--- src/rtl/compute_ctrl_pkg.sv ---
// Shared types for the queued compute sequencer: FSM states and the command /
// ready-queue entry layouts (fields sized for the widest supported config).
package compute_ctrl_pkg;

    localparam int CTRL_AW_MAX = 16;
    localparam int CTRL_BW_MAX = 4;

    typedef enum logic {F_IDLE, F_WAIT} fill_state_e;
    typedef enum logic {C_IDLE, C_RUN}  comp_state_e;

    typedef struct packed {
        logic [CTRL_AW_MAX-1:0] rows;
        logic [CTRL_AW_MAX-1:0] base;
        logic                   weight_fill;
    } tile_cmd_t;

    typedef struct packed {
        logic [CTRL_AW_MAX-1:0] rows;
        logic [CTRL_AW_MAX-1:0] base;
        logic [CTRL_BW_MAX-1:0] bank;
    } ready_ent_t;

endpackage

--- src/rtl/ctrl_fifo.sv ---
// Small synchronous FIFO with first-word fall-through read; any DEPTH >= 1.
// A push into a full FIFO is accepted when a pop happens in the same cycle.
module ctrl_fifo #(
    parameter int WIDTH = 8,
    parameter int DEPTH = 4
) (
    input  logic             clk,
    input  logic             rstn,
    input  logic             push,
    input  logic [WIDTH-1:0] wdata,
    input  logic             pop,
    output logic [WIDTH-1:0] rdata,
    output logic             full,
    output logic             empty
);

    localparam int AW = (DEPTH > 1) ? $clog2(DEPTH) : 1;
    localparam int CW = $clog2(DEPTH + 1);

    logic [WIDTH-1:0] mem [2**AW];
    logic [AW-1:0]    wptr, rptr;
    logic [CW-1:0]    cnt;
    logic             do_push, do_pop;

    function automatic logic [AW-1:0] ptr_next(input logic [AW-1:0] p);
        return (p == AW'(DEPTH - 1)) ? '0 : p + AW'(1);
    endfunction

    assign empty   = (cnt == '0);
    assign full    = (cnt == CW'(DEPTH));
    assign do_pop  = pop && !empty;
    assign do_push = push && (!full || do_pop);
    assign rdata   = mem[rptr];

    always_ff @(posedge clk) begin
        if (do_push) mem[wptr] <= wdata;
    end

    always_ff @(posedge clk or negedge rstn) begin
        if (!rstn) begin
            wptr <= '0;
            rptr <= '0;
            cnt  <= '0;
        end else begin
            if (do_push) wptr <= ptr_next(wptr);
            if (do_pop)  rptr <= ptr_next(rptr);
            case ({do_push, do_pop})
                2'b10:   cnt <= cnt + CW'(1);
                2'b01:   cnt <= cnt - CW'(1);
                default: cnt <= cnt;
            endcase
        end
    end

endmodule

--- src/rtl/compute_seq_ctrl.sv ---
// Queued compute controller: command FIFO -> fill FSM (weight bank rotation)
// -> ready queue -> compute FSM (input read + accumulator address generation).
module compute_seq_ctrl
    import compute_ctrl_pkg::*;
#(
    parameter int DATA_WIDTH = 16,
    parameter int ADDR_WIDTH = 8,
    parameter int NUM_WBANKS = 2,
    parameter int CMD_DEPTH  = 4
) (
    input  logic                          clk,
    input  logic                          rstn,
    input  logic                          cmd_valid,
    output logic                          cmd_ready,
    input  logic [ADDR_WIDTH-1:0]         cmd_num_rows,
    input  logic                          cmd_weight_fill,
    input  logic [ADDR_WIDTH-1:0]         cmd_accum_base,
    output logic                          fill_start,
    output logic [$clog2(NUM_WBANKS)-1:0] fill_bank,
    input  logic                          fill_done,
    output logic                          rd_start,
    output logic [DATA_WIDTH-1:0]         rd_num_rows,
    output logic [$clog2(NUM_WBANKS)-1:0] rd_bank,
    input  logic                          psum_valid,
    output logic                          accum_wr_en,
    output logic [ADDR_WIDTH-1:0]         accum_wr_addr,
    output logic                          tile_done,
    output logic                          err_zero_rows,
    output logic                          busy
);

    localparam int BW = $clog2(NUM_WBANKS);

    tile_cmd_t   cmd_in, cmd_head;
    ready_ent_t  rq_in, rq_head;
    logic        cf_full, cf_empty, cmd_pop;
    logic        rq_full, rq_empty, rq_push, rq_pop;
    fill_state_e fstate, fstate_n;
    comp_state_e cstate, cstate_n;
    logic        fill_go, zero_go, wr_go, last_go;

    logic [BW-1:0]          fill_ptr, last_bank;
    logic [CTRL_AW_MAX-1:0] pend_rows, pend_base;
    logic [CTRL_AW_MAX-1:0] rows_q, base_q, cnt;

    assign cmd_in.rows        = CTRL_AW_MAX'(cmd_num_rows);
    assign cmd_in.base        = CTRL_AW_MAX'(cmd_accum_base);
    assign cmd_in.weight_fill = cmd_weight_fill;
    assign cmd_ready          = !cf_full;

    ctrl_fifo #(.WIDTH($bits(tile_cmd_t)), .DEPTH(CMD_DEPTH)) u_cmd_fifo (
        .clk(clk), .rstn(rstn), .push(cmd_valid && !cf_full), .wdata(cmd_in),
        .pop(cmd_pop), .rdata(cmd_head), .full(cf_full), .empty(cf_empty)
    );

    // At most NUM_WBANKS-1 tiles wait here, so a fill can never overwrite
    // the bank the compute side is reading.
    ctrl_fifo #(.WIDTH($bits(ready_ent_t)), .DEPTH(NUM_WBANKS - 1)) u_ready_q (
        .clk(clk), .rstn(rstn), .push(rq_push), .wdata(rq_in),
        .pop(rq_pop), .rdata(rq_head), .full(rq_full), .empty(rq_empty)
    );

    always_comb begin
        fstate_n = fstate;
        cmd_pop  = 1'b0;
        rq_push  = 1'b0;
        rq_in    = '0;
        fill_go  = 1'b0;
        zero_go  = 1'b0;
        case (fstate)
            F_IDLE: begin
                if (!cf_empty && !rq_full) begin
                    cmd_pop = 1'b1;
                    if (cmd_head.rows == '0) begin
                        zero_go = 1'b1;
                    end else if (cmd_head.weight_fill) begin
                        fill_go  = 1'b1;
                        fstate_n = F_WAIT;
                    end else begin
                        rq_push    = 1'b1;
                        rq_in.rows = cmd_head.rows;
                        rq_in.base = cmd_head.base;
                        rq_in.bank = CTRL_BW_MAX'(last_bank);
                    end
                end
            end
            F_WAIT: begin
                if (fill_done) begin
                    rq_push    = 1'b1;
                    rq_in.rows = pend_rows;
                    rq_in.base = pend_base;
                    rq_in.bank = CTRL_BW_MAX'(fill_ptr);
                    fstate_n   = F_IDLE;
                end
            end
            default: fstate_n = F_IDLE;
        endcase
    end

    always_ff @(posedge clk or negedge rstn) begin
        if (!rstn) begin
            fstate        <= F_IDLE;
            fill_ptr      <= '0;
            last_bank     <= '0;
            pend_rows     <= '0;
            pend_base     <= '0;
            fill_start    <= 1'b0;
            fill_bank     <= '0;
            err_zero_rows <= 1'b0;
        end else begin
            fstate        <= fstate_n;
            fill_start    <= fill_go;
            err_zero_rows <= zero_go;
            if (fill_go) begin
                fill_bank <= fill_ptr;
                pend_rows <= cmd_head.rows;
                pend_base <= cmd_head.base;
            end
            if (fstate == F_WAIT && fill_done) begin
                last_bank <= fill_ptr;
                fill_ptr  <= fill_ptr + BW'(1);
            end
        end
    end

    always_comb begin
        cstate_n = cstate;
        rq_pop   = 1'b0;
        wr_go    = 1'b0;
        last_go  = 1'b0;
        case (cstate)
            C_IDLE: begin
                if (!rq_empty) begin
                    rq_pop   = 1'b1;
                    cstate_n = C_RUN;
                end
            end
            C_RUN: begin
                if (psum_valid) begin
                    wr_go = 1'b1;
                    if (cnt == rows_q - CTRL_AW_MAX'(1)) begin
                        last_go  = 1'b1;
                        cstate_n = C_IDLE;
                    end
                end
            end
            default: cstate_n = C_IDLE;
        endcase
    end

    always_ff @(posedge clk or negedge rstn) begin
        if (!rstn) begin
            cstate        <= C_IDLE;
            rows_q        <= '0;
            base_q        <= '0;
            cnt           <= '0;
            rd_start      <= 1'b0;
            rd_num_rows   <= '0;
            rd_bank       <= '0;
            accum_wr_en   <= 1'b0;
            accum_wr_addr <= '0;
            tile_done     <= 1'b0;
        end else begin
            cstate      <= cstate_n;
            rd_start    <= rq_pop;
            accum_wr_en <= wr_go;
            tile_done   <= last_go;
            if (rq_pop) begin
                rd_bank     <= BW'(rq_head.bank);
                rd_num_rows <= DATA_WIDTH'(rq_head.rows);
                rows_q      <= rq_head.rows;
                base_q      <= rq_head.base;
                cnt         <= '0;
            end
            // Address wraps naturally by truncation to the accumulator width.
            if (wr_go) begin
                accum_wr_addr <= ADDR_WIDTH'(base_q + cnt);
                cnt           <= cnt + CTRL_AW_MAX'(1);
            end
        end
    end

    assign busy = !cf_empty || !rq_empty || (fstate != F_IDLE) || (cstate != C_IDLE);

endmodule
--- config.mk ---
export PLATFORM = sky130hd
export DESIGN_NAME = compute_seq_ctrl
export DESIGN_NICKNAME = d
export VERILOG_FILES = /design/src/rtl/compute_ctrl_pkg.sv /design/src/rtl/ctrl_fifo.sv /design/src/rtl/compute_seq_ctrl.sv
export SDC_FILE = /design/constraint.sdc
export NUM_CORES = 1
export LEC_CHECK = 0
export BUFFER_PORTS_ARGS = -buffer_cell sky130_fd_sc_hd__buf_2
export CORE_MARGIN = 2
export CORE_UTILIZATION = 55
export CTS_CLUSTER_DIAMETER = 40
export DETAILED_ROUTE_END_ITERATION = 8
export GPL_ROUTABILITY_DRIVEN = 0
export GPL_TIMING_DRIVEN = 0
export PLACE_DENSITY = 0.7
export SYNTH_ARGS = -nofsm -noshare
export SYNTH_HDL_FRONTEND = slang
export SYNTH_HIERARCHICAL = 1
export SYNTH_SLANG_ARGS = --single-unit
--- constraint.sdc ---
create_clock -name clk -period 7.55 [get_ports clk]
set_input_delay 0.755 -clock clk [delete_from_list [all_inputs] [get_ports clk]]
set_output_delay 0.755 -clock clk [all_outputs]
set_load 0.005 [all_outputs]
==> results of run 1 <==
through the flow:
stage	total power (uW)	hold slack, ns	setup slack [ns]
after floorplan	2210	0.415	4.63
after global placement	2410	0.423	4.08
after detailed placement	2460	0.422	4.05
after CTS	3810	0.0752	4.03
after global routing	3970	0.0816	3.79
final	3770	0.0919	4.09
sequential cells by signal (all words and copies together), names as in the netlist:
name             cells
u_cmd_fifo/mem     100
u_ready_q/mem       25
cnt                 16
pend_rows           16
rows_q              16
accum_wr_addr        8
base_q               8
pend_base            8
u_cmd_fifo/cnt       3
u_cmd_fifo/rptr      2
u_cmd_fifo/wptr      2
accum_wr_en          1
cstate               1
err_zero_rows        1
fill_bank            1
fill_ptr             1
fill_start           1
fstate               1
last_bank            1
rd_bank              1
rd_start             1
tile_done            1
u_ready_q/full       1
critical path: cells and delay by family, from the launching register on:
| family | cells | cell delay, ns |
|---|---|---|
| simple gates | 6 | 1.64 |
| mux | 1 | 0.56 |
| buf+inv | 2 | 0.48 |
| flops | 1 | 0.35 |
layout by cell type, fill, tap and decap left out, types with 4 or more instances in the layout:
cell type  instances
buf_1              4
inv_1             23
dfrtp_1           91
nand3_1           11
ha_1              15
o31ai_1            5
edfxtp_1         125
nor4_1             6
nor3_1            10
and3_1             5
o21ai_0           23
nand4_1            7
and2_2             4
conb_1            32
buf_2             56
xnor2_1           12
clkinv_1           4
nand2_1           93
buf_4              4
clkbuf_16         27
mux4_2            25
mux2i_1            8
nor2_1            19
a21oi_1            4
xor2_1            16
bufinv_16          5
nand2b_1           4
and2_1             4
mux2_2            28
nor2b_1            4
clkbuf_1          21
a22o_1            26
power by group through the flow:
stage	clock, uW	combinational [uW]	sequential, uW
2_1_floorplan	0	610	1600
3_3_place_gp	0	796	1610
3_5_place_dp	0	826	1630
4_1_cts	1370	832	1610
5_1_grt	1430	908	1630
6_report	1340	820	1610
worst paths after layout:
check	from	endpoint	slack, ns	cells past startpoint
min in group clk	cmd_accum_base[5]	u_cmd_fifo/mem[1][6]$_DFFE_PP_	0.43	1
hold reg to reg	u_ready_q/mem[0][6]$_DFFE_PP_	base_q[2]$_DFFE_PN0P_	0.43	2
setup reg to reg	u_cmd_fifo/rptr[0]$_DFFE_PN0P_	u_ready_q/mem[0][10]$_DFFE_PP_	4.09	9
hold / removal	rstn	accum_wr_addr[6]$_DFFE_PN0P_	0.09	1
setup / recovery	u_cmd_fifo/rptr[0]$_DFFE_PN0P_	u_ready_q/mem[0][10]$_DFFE_PP_	4.09	9
max in group asynchronous	rstn	cnt[8]$_DFFE_PN0P_	6.83	2
area by class of cell:
class | instances | area share, %
sequential | 216 | 55.8
multi-input combinational | 399 | 28.0
clock buffer | 29 | 6.33
timing repair buffer | 55 | 2.78
clock inverter | 21 | 2.56
tap | 220 | 2.55
buffer | 29 | 1.15
inverter | 24 | 0.834
per-layer routing:
layer  GRT usage [%]  vias up  part of all wire, %
li1                -     2563                    -
met1            25.4     2682                   41
met3            3.83       59                  4.7
met4            8.30        0                  4.0
met2            34.3      147                   50
met5               0        -                    0
==> metrics.csv, run 1 <==
stage,metric,value,unit
place,Placed Cells,943,
detailed_routing,routed wire length,17.0,mm
clocking,cts repair resizes,0,
synthesis,mean cell area of the mapped netlist,14.4,um^2
global_route,first-pass GRT wire length,28.2,mm
clocking,H-tree levels,1,
worst_setup_path,CP max-delay cell,mux4_2,
die,Die Span Y,133,um
layout,Final nets,791,
clocking,clock-pin slew on the worst setup and hold paths,0.06,ns
global_route,vias in the first global route,5667,
power_and_ir_drop,peak supply drop,0.307,mV
clocking,CTS root buffer,clkbuf_16,
sta,Final Skew,0.0111,ns
detailed_routing,DR vias,5451,
global_route,largest net degree at the start of global routing,76,
layout,Seq. cell area,6030,um^2
worst_setup_path,Worst path max stage delay,0.56,ns
worst_setup_path,Crit Path Class,flip-flop to flip-flop,
detailed_routing,drc violations,0,
detailed_routing,WL/cell,17.1,um
worst_setup_path,"Req. time, crit path",7.69,ns
die,# IOs,55,
layout,Ant. Diodes,0,
power_and_ir_drop,Flop pwr share,42.7,%
power_and_ir_drop,Clk pwr share,35.5,%
die,Initial Utilization,55.8,%
detailed_routing,Initial DRC Count,207,
detailed_routing,Vias/cell,5.49,
sta,worst slew pin tran,0.972,ns
global_route,all-layer global routing usage,20.1,%
synthesis,Yosys warnings,6,
sta,final worst path period share,45.8,%
worst_setup_path,Worst path most repeated cell,buf_4,
sta,final hold viol count,0,
sta,Slew HR,35.2,%
power_and_ir_drop,PwrDens,349,nW/um^2
die,Placeable Area,16400,um^2
global_route,Congestion Overflow GR,0,
worst_hold_path,Hold/Removal Path Class,input port to asynchronous set/reset pin,
sta,fin. max-slew vios,0,
worst_setup_path,Setup crit end kind,flip-flop,
clocking,CTS tree,built,
power_and_ir_drop,P_int,2730,uW
power_and_ir_drop,logic gate share of total power,21.8,%
clocking,postcts setup bufs,0,
worst_setup_path,crit path max fanout,25,
synthesis,Synth Cell Area,9150,um^2
detailed_routing,Routed Antenna Nets,0,
clocking,"Clk Latency, worst-skew pair",0.54,ns
die,Die X,133,um
layout,synth-to-layout area growth,18.1,%
sta,endpoints failing setup,0,
power_and_ir_drop,Switching Share,27.6,%
sta,RSZ-0062 raised after global routing,no,
run_status,outcome,completed,
layout,final cell count without fillers,993,
clocking,CTS sink count,216,
job,max-cap viol count,0,
clocking,"Hold-fix buffers, CTS",0,
detailed_routing,Pre-Repair DR Iteration Count,4,
place,Post-DP Area,9840,um^2
worst_setup_path,crit path cell chain,buf_4 -> buf_4 -> mux4_2 -> nor4_1 -> nand4_1 -> nand2_1 -> nor2_1 -> or2_2 -> and2_1,
sta,min Tclk post-route,3.46,ns
power_and_ir_drop,NetSw,1040,uW
layout,fin util,65.8,%
layout,# fillers,1158,
layout,area of the multi-input gates,3020,um^2
clocking,Num CTS Buffers,27,
layout,cell area after layout,10800,um^2
power_and_ir_drop,Lkg Pwr,0.00427,uW
worst_setup_path,kind of start point of the critical path,flip-flop,
global_route,initial antenna violation count,0,
die,standard-cell rows,47,
worst_setup_path,CP arrival,3.60,ns
synthesis,Syn Inst Count,637,
clocking,worst-case clock buffer depth,3,
sta,Fmax,0.289,GHz
place,IO Port Bufs,54,
place,post-DP HPWL,11.6,mm
layout,layout cell share with drive strength beyond 1,22.3,%
die,Die ar.,17700,um^2
sta,setup tns final,0,ns
Power figures use the tool's default switching activity.
==> inputs of run 2 (changes only) <==
--- a/config.mk
+++ b/config.mk
@@ -5,6 +5,7 @@
 export SDC_FILE = /design/constraint.sdc
 export NUM_CORES = 1
 export LEC_CHECK = 0
+export ABC_AREA = 1
 export BUFFER_PORTS_ARGS = -buffer_cell sky130_fd_sc_hd__buf_2
 export CORE_MARGIN = 2
 export CORE_UTILIZATION = 55
@@ -12,7 +13,7 @@
 export DETAILED_ROUTE_END_ITERATION = 8
 export GPL_ROUTABILITY_DRIVEN = 0
 export GPL_TIMING_DRIVEN = 0
-export PLACE_DENSITY = 0.7
+export PLACE_DENSITY = 0.72
 export SYNTH_ARGS = -nofsm -noshare
 export SYNTH_HDL_FRONTEND = slang
 export SYNTH_HIERARCHICAL = 1
==> constraint.sdc (replaced) <==
create_clock -name clk -period 2.8 [get_ports clk]
set_input_delay 0.28 -clock clk [delete_from_list [all_inputs] [get_ports clk]]
set_output_delay 0.28 -clock clk [all_outputs]
set_load 0.005 [all_outputs]
==> metrics.csv, run 2 <==
stage,metric,value,unit,change
layout,Top reg by flops,u_cmd_fifo/mem,,
sta,Slew HR,42.7,%,+7.5 points
detailed_routing,DR vias,7222,,+32%
sta,fin. max-slew vios,0,,unchanged
sta,Fmax,0.378,GHz,+31%
sta,Final Skew,0.00944,ns,-0.00162 ns
sta,endpoints failing setup,0,,unchanged
layout,most frequent cells in the layout,"nand2_1 (270), inv_1 (156), edfxtp_1 (125)",,
place,IO Port Bufs,54,,unchanged
global_route,largest net degree at the start of global routing,63,,-17%
place,post-DP HPWL,14.5,mm,+25%
die,# IOs,55,,unchanged
sta,worst slew pin tran,0.857,ns,-0.115 ns
layout,final cell count without fillers,1428,,+44%
die,Placeable Area,17900,um^2,+9.1%
detailed_routing,routed wire length,21.1,mm,+24%
global_route,Congestion Overflow GR,0,,unchanged
synthesis,Syn Inst Count,1031,,+62%
die,Die Span Y,139,um,+4.6%
worst_setup_path,Setup crit end kind,flip-flop,,
clocking,worst-case clock buffer depth,3,,unchanged
layout,synth-to-layout area growth,22.1,%,
worst_setup_path,"Req. time, crit path",3.07,ns,-4.62 ns
clocking,"Clk Latency, worst-skew pair",0.55,ns,about the same
worst_hold_path,hold_sp,cmd_valid,,
run_status,outcome,completed,,
clocking,CTS tree,built,,
die,Die X,139,um,+4.6%
power_and_ir_drop,peak supply drop,0.594,mV,+93%
worst_setup_path,Crit Path Class,flip-flop to flip-flop,,
global_route,all-layer global routing usage,22.4,%,+2.3 points
layout,Final nets,1214,,+53%
clocking,Num CTS Buffers,31,,+15%
worst_setup_path,CP arrival,2.92,ns,-0.68 ns
worst_setup_path,Worst setup startpoint,u_cmd_fifo/rptr[0]$_DFFE_PN0P_,,
global_route,initial antenna violation count,0,,unchanged
power_and_ir_drop,Lkg Pwr,0.00566,uW,+32%
clocking,CTS sink count,216,,unchanged
sta,Hold Slack,0.144,ns,+0.0524 ns
worst_setup_path,kind of start point of the critical path,flip-flop,,
synthesis,mean cell area of the mapped netlist,9.73,um^2,-32%
die,Die ar.,19300,um^2,+9.3%
die,standard-cell rows,49,,+4.3%
synthesis,Yosys warnings,6,,unchanged
worst_setup_path,crit path max fanout,13,,-48%
layout,Regs by FF count,"u_cmd_fifo/mem: 100 flops, u_ready_q/mem: 25 flops",,
detailed_routing,WL/cell,14.8,um,-14%
job,max-cap viol count,0,,unchanged
layout,max reg flops,100,,unchanged
die,Initial Utilization,56.0,%,+0.26 points
detailed_routing,Pre-Repair DR Iteration Count,7,,+3
detailed_routing,Routed Antenna Nets,0,,unchanged
detailed_routing,Initial DRC Count,438,,+110%
layout,layout cell share with drive strength beyond 1,16.3,%,-6.0 points
place,Placed Cells,1349,,+43%
layout,fin util,68.4,%,+2.6 points
worst_setup_path,r2r startpoint,u_cmd_fifo/rptr[0]$_DFFE_PN0P_,,
clocking,clock-pin slew on the worst setup and hold paths,0.06,ns,about the same
layout,"most common cell after layout, fill and taps aside",nand2_1,,
synthesis,Synth Cell Area,10000,um^2,+9.6%
global_route,first-pass GRT wire length,35.0,mm,+24%
sta,setup tns final,0,ns,unchanged
layout,Ant. Diodes,0,,unchanged
sta,final hold viol count,0,,unchanged
detailed_routing,Vias/cell,5.06,,-7.9%
clocking,H-tree levels,1,,unchanged
sta,final worst path period share,94.5,%,+49 points
sta,min Tclk post-route,2.65,ns,-0.814 ns
detailed_routing,drc violations,0,,unchanged
global_route,vias in the first global route,7039,,+24%
power_and_ir_drop,PwrDens,763,nW/um^2,+120%
worst_hold_path,Hold/Removal Path Class,input port to flip-flop,,
clocking,CTS root buffer,clkbuf_16,,
run 2: timing repair:
item,in CTS,in global routing
setup endpoints to repair,47,118
cloned,1,0
gates resized for setup,9,9
endpoints found under the hold margin,98,0
pin swaps,2,2
setup buffers,2,0
hold buffers,19,0
run 2: critical path, stage by stage, from the launching register on:
cell,delay (ns)
dfrtp_1,0.40
buf_6,0.15
clkbuf_1,0.24
o21ai_0,0.25
nand2_1,0.16
nor4_2,0.31
nand4_1,0.21
nand2_2,0.16
clkbuf_4,0.21
nand2_1,0.07
inv_2,0.12
a21oi_4,0.09
run 2: final timing paths:
path | end | slack, ns | depth (start not counted)
min in group asynchronous | base_q[5]$_DFFE_PN0P_ | 0.22 | 2
hold / removal | u_cmd_fifo/wptr[0]$_DFFE_PN0P_ | 0.14 | 5
max in group asynchronous | tile_done$_DFF_PN0_ | 1.93 | 3
hold reg to reg | base_q[5]$_DFFE_PN0P_ | 0.44 | 2
setup / recovery | u_ready_q/mem[0][24]$_DFFE_PP_ | 0.15 | 11
setup reg to reg | u_ready_q/mem[0][24]$_DFFE_PP_ | 0.15 | 11
run 2: area by class of cell:
class                   count  area [um^2]
flip-flops and latches    216         6030
fillers                  1395         5660
multi-input cells         645         3330
clock buffers              35          822
inverters                 159          597
repair buffers             79          576
clock inverters            22          324
well taps                 229          287
plain buffers              43          278
run 2: routing by layer:
| metal | global-route usage, % | vias to the layer above | wire, um |
|---|---|---|---|
| li1 | - | 3641 | - |
| met1 | 28.5 | 3387 | 9160 |
| met2 | 38.9 | 149 | 10400 |
| met3 | 3.31 | 45 | 815 |
| met4 | 8.56 | 0 | 759 |
| met5 | 0 | - | 0 |
run 2: stage by stage:
step | total power [uW] | area (um^2) | setup slack [ns]
6_report | 9340 | 12200 | 0.154
3_3_place_gp | 5050 | 10700 | -1.03
2_1_floorplan | 4690 | 10100 | 0.134
4_1_cts | 9390 | 12200 | 0.0622
5_1_grt | 9740 | 12200 | -0.0153
3_5_place_dp | 5160 | 10800 | -0.605
run 2: where the power goes:
group / switching [uW] / internal, uW / total, uW
sequential: 220 / 3810 / 4030
combinational: 747 / 380 / 1130
clock: 1470 / 2710 / 4180
total: 2440 / 6900 / 9340
